`config.mk`:
```
export PLATFORM = sky130hd
export DESIGN_NAME = fix_vector_accumulator
export DESIGN_NICKNAME = d
export VERILOG_FILES = /design/src/rtl/fix_acc_pkg.sv /design/src/rtl/fix_sat_adder.sv /design/src/rtl/fix_vector_accumulator.sv
export SDC_FILE = /design/constraint.sdc
export NUM_CORES = 1
export LEC_CHECK = 0
export CORE_UTILIZATION = 55
export CTS_CLUSTER_DIAMETER = 60
export DETAILED_ROUTE_END_ITERATION = 8
export PLACE_DENSITY = 0.77
export SYNTH_ARGS = -nofsm -noshare
export SYNTH_HDL_FRONTEND = slang
export SYNTH_SLANG_ARGS = --single-unit
```
`constraint.sdc`:
```
create_clock -name clk_i -period 4.7 [get_ports clk_i]
set_clock_uncertainty 0.2 [all_clocks]
set_input_delay 0.94 -clock clk_i [delete_from_list [all_inputs] [get_ports clk_i]]
set_output_delay 0.94 -clock clk_i [all_outputs]
set_load 0.01 [all_outputs]
```
`src/rtl/fix_acc_pkg.sv`:
```
// rtl/fix_acc_pkg.sv - shared types, saturation limits and result-flag helper for the vector accumulator
//
// Contents:
//   acc_state_t    : ACCUM (taking terms) / HOLD (result pending)
//   acc_flags_t    : sticky per-vector flags
//   res_flags_t    : flags as presented with a result
//   sat_pos_limit  : 2^(w-1)-1 in the low w bits
//   sat_neg_limit  : -2^(w-1) in the low w bits
//   derive_result  : sticky flags -> result flags
package fix_acc_pkg;

  // Widest accumulator the limit helpers can describe.
  localparam int MAX_ACC_WIDTH = 128;

  typedef enum logic {
    ACCUM = 1'b0,
    HOLD  = 1'b1
  } acc_state_t;

  typedef struct packed {
    logic nan;
    logic snan;
    logic pos_inf;
    logic neg_inf;
    logic overflow;
  } acc_flags_t;

  typedef struct packed {
    logic overflow;
    logic nan;
    logic snan;
    logic inf;
    logic inf_sign;
  } res_flags_t;

  function automatic logic [MAX_ACC_WIDTH-1:0] sat_pos_limit(input int w);
    return (MAX_ACC_WIDTH'(1) << (w - 1)) - MAX_ACC_WIDTH'(1);
  endfunction

  function automatic logic [MAX_ACC_WIDTH-1:0] sat_neg_limit(input int w);
    return MAX_ACC_WIDTH'(1) << (w - 1);
  endfunction

  // Opposite infinities collapse to NaN; a lone infinity survives only
  // when no NaN of any kind was seen.
  function automatic res_flags_t derive_result(input acc_flags_t f);
    res_flags_t r;
    r.overflow = f.overflow;
    r.nan      = f.nan | (f.pos_inf & f.neg_inf);
    r.snan     = f.snan;
    r.inf      = (f.pos_inf ^ f.neg_inf) & ~r.nan;
    r.inf_sign = f.neg_inf;
    return r;
  endfunction

endpackage

```
`src/rtl/fix_sat_adder.sv`:
```
// rtl/fix_sat_adder.sv - combinational signed adder clamping to the ACC_WIDTH range
//
// Ports:
//   a_i, b_i    : signed ACC_WIDTH operands
//   sum_o       : a_i + b_i, clamped to [-2^(ACC_WIDTH-1), 2^(ACC_WIDTH-1)-1]
//   overflow_o  : high when the clamp was applied
module fix_sat_adder
  import fix_acc_pkg::*;
#(
  parameter int ACC_WIDTH = 48
) (
  input  logic [ACC_WIDTH-1:0] a_i,
  input  logic [ACC_WIDTH-1:0] b_i,
  output logic [ACC_WIDTH-1:0] sum_o,
  output logic                 overflow_o
);

  localparam logic [MAX_ACC_WIDTH-1:0] POS_FULL = sat_pos_limit(ACC_WIDTH);
  localparam logic [MAX_ACC_WIDTH-1:0] NEG_FULL = sat_neg_limit(ACC_WIDTH);
  localparam logic [ACC_WIDTH-1:0]     POS_LIM  = POS_FULL[ACC_WIDTH-1:0];
  localparam logic [ACC_WIDTH-1:0]     NEG_LIM  = NEG_FULL[ACC_WIDTH-1:0];

  logic [ACC_WIDTH-1:0] raw_sum;

  assign raw_sum = a_i + b_i;

  // Two's-complement overflow: operands agree in sign, result does not.
  assign overflow_o = (a_i[ACC_WIDTH-1] == b_i[ACC_WIDTH-1]) &&
                      (raw_sum[ACC_WIDTH-1] != a_i[ACC_WIDTH-1]);

  // The overflow direction follows the shared operand sign.
  assign sum_o = !overflow_o         ? raw_sum :
                 a_i[ACC_WIDTH-1]    ? NEG_LIM : POS_LIM;

endmodule

```
`src/rtl/fix_vector_accumulator.sv`:
```
// rtl/fix_vector_accumulator.sv - per-vector saturating sum of fixed-point terms with sticky special-value flags
//
// Ports:
//   clk_i, rst_ni                  : clock, asynchronous active-low reset
//   clear_i                        : synchronous abort of partial vector / pending result
//   in_valid_i / in_ready_o        : term handshake
//   in_data_i, in_last_i           : signed term, final element marker
//   in_nan_i, in_snan_i, in_inf_i  : term special-value tags (inf sign = in_data_i MSB)
//   out_valid_o / out_ready_i      : result handshake
//   out_sum_o, out_count_o         : finite-term sum, element count (saturating)
//   out_overflow_o, out_nan_o,
//   out_snan_o, out_inf_o,
//   out_inf_sign_o                 : result flags
module fix_vector_accumulator
  import fix_acc_pkg::*;
#(
  parameter int FIXED_OP_WIDTH = 40,
  parameter int ACC_WIDTH      = 48,
  parameter int COUNT_WIDTH    = 16
) (
  input  logic                      clk_i,
  input  logic                      rst_ni,
  input  logic                      clear_i,
  input  logic                      in_valid_i,
  output logic                      in_ready_o,
  input  logic [FIXED_OP_WIDTH-1:0] in_data_i,
  input  logic                      in_last_i,
  input  logic                      in_nan_i,
  input  logic                      in_snan_i,
  input  logic                      in_inf_i,
  output logic                      out_valid_o,
  input  logic                      out_ready_i,
  output logic [ACC_WIDTH-1:0]      out_sum_o,
  output logic [COUNT_WIDTH-1:0]    out_count_o,
  output logic                      out_overflow_o,
  output logic                      out_nan_o,
  output logic                      out_snan_o,
  output logic                      out_inf_o,
  output logic                      out_inf_sign_o
);

  acc_state_t state, state_nxt;

  logic [ACC_WIDTH-1:0]   acc, acc_upd;
  logic [COUNT_WIDTH-1:0] count, count_upd;
  acc_flags_t             flags, flags_upd;

  logic [ACC_WIDTH-1:0]   sum_q;
  logic [COUNT_WIDTH-1:0] count_q;
  res_flags_t             res_q;

  logic                   accept;
  logic                   term_special;
  logic [ACC_WIDTH-1:0]   term_ext;
  logic [ACC_WIDTH-1:0]   add_sum;
  logic                   add_ovf;

  assign accept       = in_valid_i & in_ready_o;
  assign term_special = in_nan_i | in_snan_i | in_inf_i;
  assign term_ext     = ACC_WIDTH'($signed(in_data_i));

  fix_sat_adder #(
    .ACC_WIDTH (ACC_WIDTH)
  ) u_sat_adder (
    .a_i        (acc),
    .b_i        (term_ext),
    .sum_o      (add_sum),
    .overflow_o (add_ovf)
  );

  // Post-accept values of the running state; only committed on accept.
  always_comb begin
    acc_upd   = acc;
    flags_upd = flags;
    count_upd = (count == '1) ? count : count + COUNT_WIDTH'(1);
    if (term_special) begin
      // Special terms contribute nothing to the finite sum.
      flags_upd.nan     = flags.nan | in_nan_i | in_snan_i;
      flags_upd.snan    = flags.snan | in_snan_i;
      flags_upd.pos_inf = flags.pos_inf | (in_inf_i & ~in_data_i[FIXED_OP_WIDTH-1]);
      flags_upd.neg_inf = flags.neg_inf | (in_inf_i & in_data_i[FIXED_OP_WIDTH-1]);
    end else if (!flags.overflow) begin
      // After the first saturation the accumulator is frozen at the limit.
      acc_upd = add_sum;
      if (add_ovf) begin
        flags_upd.overflow = 1'b1;
      end
    end
  end

  always_ff @(posedge clk_i or negedge rst_ni) begin
    if (!rst_ni) begin
      state <= ACCUM;
    end else begin
      state <= state_nxt;
    end
  end

  always_comb begin
    state_nxt   = state;
    in_ready_o  = 1'b0;
    out_valid_o = 1'b0;
    case (state)
      ACCUM: begin
        in_ready_o = ~clear_i;
        if (!clear_i && accept && in_last_i) begin
          state_nxt = HOLD;
        end
      end
      HOLD: begin
        out_valid_o = 1'b1;
        if (clear_i || out_ready_i) begin
          state_nxt = ACCUM;
        end
      end
      default: state_nxt = ACCUM;
    endcase
  end

  always_ff @(posedge clk_i or negedge rst_ni) begin
    if (!rst_ni) begin
      acc     <= '0;
      count   <= '0;
      flags   <= '0;
      sum_q   <= '0;
      count_q <= '0;
      res_q   <= '0;
    end else if (clear_i) begin
      acc     <= '0;
      count   <= '0;
      flags   <= '0;
      sum_q   <= '0;
      count_q <= '0;
      res_q   <= '0;
    end else begin
      case (state)
        ACCUM: begin
          if (accept) begin
            acc   <= acc_upd;
            count <= count_upd;
            flags <= flags_upd;
            if (in_last_i) begin
              sum_q   <= acc_upd;
              count_q <= count_upd;
              res_q   <= derive_result(flags_upd);
            end
          end
        end
        HOLD: begin
          if (out_ready_i) begin
            acc     <= '0;
            count   <= '0;
            flags   <= '0;
            sum_q   <= '0;
            count_q <= '0;
            res_q   <= '0;
          end
        end
        default: ;
      endcase
    end
  end

  assign out_sum_o      = sum_q;
  assign out_count_o    = count_q;
  assign out_overflow_o = res_q.overflow;
  assign out_nan_o      = res_q.nan;
  assign out_snan_o     = res_q.snan;
  assign out_inf_o      = res_q.inf;
  assign out_inf_sign_o = res_q.inf_sign;

endmodule
```
-- Yosys cells after proc, flatten, opt, wreduce, memory -nomap -nowiden
Cells that the tools add are included.
- register bits: 139
- bits in latches: 0
- memory bits (writable): 0
- bits in read-only memories: 0
- input port bits: 49
- word-level logic and storage cells: 86
- memories kept: 0
- add/sub/neg operators: 2
- multipliers: 0
- divide/modulo/power cells: 0
- $lt $le $gt $ge: 0
- equality and inequality tests: 6
- shifts and indexed selects: 0
- mux-type cells: 38
- bitwise logic cells: 18
- reductions and logical operators: 7
- operators with widths (cell ; count):
    two-way mux 48 bit ; 10
    one-hot mux 48 bit (2 select lines) ; 2
    two-way mux 16 bit ; 7
    one-hot mux 16 bit (2 select lines) ; 2
    adder 48 bit ; 1
    two-way mux 5 bit ; 6
    one-hot mux 5 bit (2 select lines) ; 2
    adder 16 x 1 -> 16 bit (second input constant) ; 1
    equality test 16 bit (second input constant) ; 1
    inequality test 3 bit (second input constant) ; 3
    bitwise OR 1 bit ; 8
    two-way mux 1 bit ; 7
    AND 1 bit ; 5
    two-way mux 4 bit ; 1
    NOT 1 bit ; 4
    logical AND 1 bit ; 3
    AND reduction 3 bit ; 1
    one-hot mux 1 bit (2 select lines) ; 1
    AND reduction 2 bit ; 1
    equality test 1 bit ; 1
    logical NOT 1 bit ; 1
    logical OR 1 bit ; 1
    inequality test 1 bit ; 1
    bitwise XOR 1 bit ; 1

-- Depth between registers and ports, before layout
- depth in word-level cells: 12
- gate-level depth with buffers: 13
- depth with buffers taken out: 12

-- By module
Synthesis repeated with hierarchy kept, for this count alone.
- cells, all modules: 1035
- area, all modules: 9347.7 um2
- by module, submodules not included (module ; instances ; cells an instance ; area each (um2) ; seq. area each (um2)):
    fix_vector_accumulator ; 1 ; 586 ; 6276.0 ; 3478.3
    fix_sat_adder ; 1 ; 449 ; 3071.7 ; 0.0

-- Least setup slack after synthesis
Ideal clock, no wire load.
- kind: input-to-reg
- start point: input port in_data_i[8]
- end point: register sum_q[44], in the netlist out_sum_o[44]
- arrival: 3.289 ns
- path slack: 1.080 ns
- stages on the path: 12
- path buffers: 1
- path through: ha_1 buf_2 nand4_2 a211oi_2 a21oi_1 a2111o_1 a2111oi_2 o21ai_0 a31o_1 xnor2_1 nor2_1 o21ai_1
- word-level cells in the longest chain between the ends: 10
- RTL lines (what ; RTL line ; RTL):
    from (decl) ; fix_vector_accumulator.sv:26 ; input logic [FIXED_OP_WIDTH-1:0] in_data_i,
    adder 48 bit * ; fix_sat_adder.sv:25 ; assign raw_sum = a_i + b_i;
    inequality test 1 bit ; fix_sat_adder.sv:29 ; (raw_sum[ACC_WIDTH-1] != a_i[ACC_WIDTH-1]);
    logical AND 1 bit ; fix_sat_adder.sv:28 ; assign overflow_o = (a_i[ACC_WIDTH-1] == b_i[ACC_WIDTH-1]) &&
    two-way mux 48 bit * ; fix_sat_adder.sv:32 ; assign sum_o = !overflow_o ? raw_sum :
    two-way mux 48 bit * ; fix_vector_accumulator.sv:82 ; end else if (!flags.overflow) begin
    two-way mux 48 bit * ; fix_vector_accumulator.sv:76 ; if (term_special) begin
    two-way mux 48 bit * ; fix_vector_accumulator.sv:142 ; if (in_last_i) begin
    two-way mux 48 bit * ; fix_vector_accumulator.sv:138 ; if (accept) begin
    one-hot mux 48 bit (2 select lines) * ; fix_vector_accumulator.sv:136 ; case (state)
    two-way mux 48 bit * ; fix_vector_accumulator.sv:128 ; end else if (clear_i) begin
    to (signal assigned) ; fix_vector_accumulator.sv:143 ; sum_q <= acc_upd;
    to (decl) ; fix_vector_accumulator.sv:48 ; logic [ACC_WIDTH-1:0] sum_q;
Every way passes the cells marked *; elsewhere a longest branch is shown, timed or not. The select of a mux whose other input is x is not followed.
A chain may end at the register's enable or synchronous reset.

-- Worst setup path in the final report
- start point: input port in_data_i[39]
- end point: register acc[13]
- word-level cells in the longest chain between the ends: 9
- RTL lines (what ; RTL line ; RTL):
    adder 48 bit ; fix_sat_adder.sv:25 ;
    inequality test 1 bit ; fix_sat_adder.sv:29 ;
    logical AND 1 bit * ; fix_sat_adder.sv:28 ;
    two-way mux 48 bit * ; fix_sat_adder.sv:32 ;
    two-way mux 48 bit * ; fix_vector_accumulator.sv:82 ;
    two-way mux 48 bit * ; fix_vector_accumulator.sv:76 ;
    two-way mux 48 bit * ; fix_vector_accumulator.sv:138 ;
    one-hot mux 48 bit (2 select lines) * ; fix_vector_accumulator.sv:136 ;
    two-way mux 48 bit * ; fix_vector_accumulator.sv:128 ;
    to (signal assigned) ; fix_vector_accumulator.sv:139 ; acc <= acc_upd;
    to (decl) ; fix_vector_accumulator.sv:44 ; logic [ACC_WIDTH-1:0] acc, acc_upd;
Marks and branches as above.

==> flow_metrics.tcl <==
set metrics [dict create \
    fill_cells 1306 \
    critPathRequiredTime_ps 4820 \
    tightest_slew_ps 1040 \
    hold_end "out_count_o[14]$_DFFE_PN0P_" \
    holdBufCountCts 0 \
    rrSetupSlack_ps 1180 \
    synth_edf_count 0 \
    fp.dieW_microns 129 \
    synthTopCellsByCount "nand2_1 (174), dfrtp_1 (139), o21ai_0 (117), a21oi_1 (87), nor2_1 (68)" \
    root_buffer "clkbuf_16" \
    grt_overflow_total 0 \
    power_density_nw_per_um2 301 \
    crit_fanout 21 \
    cts_resized 0 \
    avgSynthCellArea_sq_um 8.48 \
    synth_warnings 0 \
    synth_top_area_frac 0.392 \
    hpwlAfterDp_microns 18100 \
    seq_area_frac_synth 0.392 \
    endpoint_kind "flop" \
    cts_tree "built" \
    syn_nets 1146 \
    grt_pass1_wl_microns 40700 \
    fmax_ghz 0.247 \
    synth-seq-cells 139 \
    route.detailed.drc 0 \
    cts.sinks 139 \
    dp_cells 1338 \
    viasPerCell 6.15 \
    p_total_uw 3260 \
    antenna_cells 0 \
    cp.arrival_ps 4170 \
    placementRows 46 \
    worstReg2RegStart "acc[6]$_DFFE_PN0P_" \
    irDropWorstVdd_uv 274 \
    synth.most_common_cell "nand2_1" \
    clkTransAtPathRegs_ps 60 \
    hold_class "reg2reg" \
    setup_tns_ps 0 \
    track_usage 0.317 \
    die_h_microns 129 \
    reg2reg_depth 12 \
    start_kind "input port" \
    gp_congestion 0.983 \
    p_leak_uw 0.00495 \
    portBuffers 119 \
    synth_area_leaders "dfrtp_1 (39%), nand2_1 (7.4%), ha_1 (6.9%)" \
    numCtsBuffers 17 \
    syn_area_sq_um 8880 \
    vias 8422 \
    h-tree-depth 4 \
    fin_cells 1370 \
    insertion_delay_ps 440 \
    avgRoutedWirePerCell_microns 18.5 \
    ios 120 \
    wirelength_microns 25300 \
    finalMaxSlewViolations 0 \
    drive_gt1_frac 0.0641 \
    hold_depth 2 \
    worstSetupPathType "in2reg" \
    status "complete, no violations" \
    grt_max_degree 86 \
    antenna_found_initial 0 \
    holdWs_ps 273 \
    area_delta_synth_final_pct 22.0 \
    hold_viol 0 \
    rr_endpoint "acc[13]$_DFFE_PN0P_" \
    ant_nets 0 \
    rsz0062_at_grt "false" \
    synthArstFlopShare 1.00 \
    dieArea_sq_um 16700 \
    yosys.area.top_type "dfrtp_1" \
    maxCapViolations 0 \
    min_from "out_count_o[14]$_DFFE_PN0P_" \
    clockBufferDepth 2 \
    final-setup-viol-count 0 \
    nets 1240 \
    synth_top_flop_cell "dfrtp_1" \
    first_pass_iters 5 \
    synth_cell_types 56 \
    netlist_instances 1047 \
    grt_pass1_vias 7893 \
    fp.coreArea_sq_um 15800 \
    start_util 0.561 \
    finalCriticalPeriod_ps 4050 \
    period_share 0.862 \
    cts_setup_buffers 0 \
    drt_iter0_markers 776 \
    slew_headroom 0.310 \
]
## metrics by stage
step	instance area [sq um]	setup WS (ps)	utilization
after global placement	10300	308	0.649
after CTS	10800	722	0.685
after detailed placement	10300	287	0.649
final	10800	648	0.685
after floorplan	8880	1080	-
after global routing	10800	389	0.685
## placed cells by master, fill, tap and decap left out, drive strengths merged, types with 6 or more instances in the layout
cell / n
a21o: 27
o21ai: 124
a21oi: 88
nor2: 69
ha: 49
xnor2: 30
nor3: 11
a31oi: 8
nor2b: 11
clkinv: 10
o211a: 6
nand3: 17
o21bai: 10
a22oi: 25
dfrtp: 139
inv: 18
nand4: 23
clkbuf: 17
clkdlybuf4s50: 118
or2: 6
a211oi: 7
o31ai: 9
buf: 22
nand2: 174
xor2: 23
a22o: 38
o211ai: 25
## per-layer routing
metal / part of all wire / GRT usage / routed length [microns]
met1: 0.47 / 0.452 / 11800
met2: 0.45 / 0.487 / 11400
met3: 0.065 / 0.0545 / 1640
met4: 0.019 / 0.114 / 481
met5: 0 / 0 / 0
## critical path, stage by stage
cell	delay, ps
clkdlybuf4s50_1	630
ha_1	500
a21o_1	210
a21o_1	170
a21oi_1	190
o21ai_0	170
a21oi_1	280
nand3_1	280
buf_4	310
o211ai_1	110
nand2_1	140
a22o_1	230
## state kept, by name (all words and copies together), names as in the netlist
register / flops
out_sum_o: 48
out_count_o: 16
flags: 5
state: 1
out_overflow_o: 1
count: 16
out_inf_o: 1
out_inf_sign_o: 1
out_nan_o: 1
out_snan_o: 1
acc: 48
## worst max path at each step
stage	startpoint	end	slack (ps)	cells after the start
final	in_data_i[39]	acc[13]$_DFFE_PN0P_	650	12
after floorplan	in_data_i[8]	out_sum_o[44]$_DFFE_PN0P_	1080	12
after detailed placement	in_data_i[39]	out_sum_o[13]$_DFFE_PN0P_	290	12
after global placement	in_data_i[22]	out_sum_o[44]$_DFFE_PN0P_	310	11
after CTS	in_data_i[39]	acc[13]$_DFFE_PN0P_	720	12
after global routing	in_data_i[39]	acc[16]$_DFFE_PN0P_	390	12
## power breakdown
part           internal (uW)  switching (uW)
clock                    695             597
combinational            267             403
sequential              1250            49.0
## cell type report
cell class	count	area, sq um	share of cell area
clock inverters	15	139	0.0128
multi-input cells	830	5110	0.472
well taps	216	270	0.0249
clock buffers	17	425	0.0393
inverters	13	48.8	0.00450
flip-flops and latches	139	3480	0.321
repair buffers	140	1360	0.126
## kinds of logic (layout without fill, tap and decap cells)
family / after synthesis / in the layout / synth area share
AOI/OAI and AO/OA: 388 / 388 / 0.281
xor gates and xnor gates: 53 / 53 / 0.0523
adders and majority gates: 50 / 50 / 0.0713
buffers and inverters: 78 / 185 / 0.0348
DFF: 139 / 139 / 0.392
muxes: 1 / 1 / 0.00113
and+or+nand+nor: 338 / 338 / 0.168
Power figures use the tool's default switching activity.
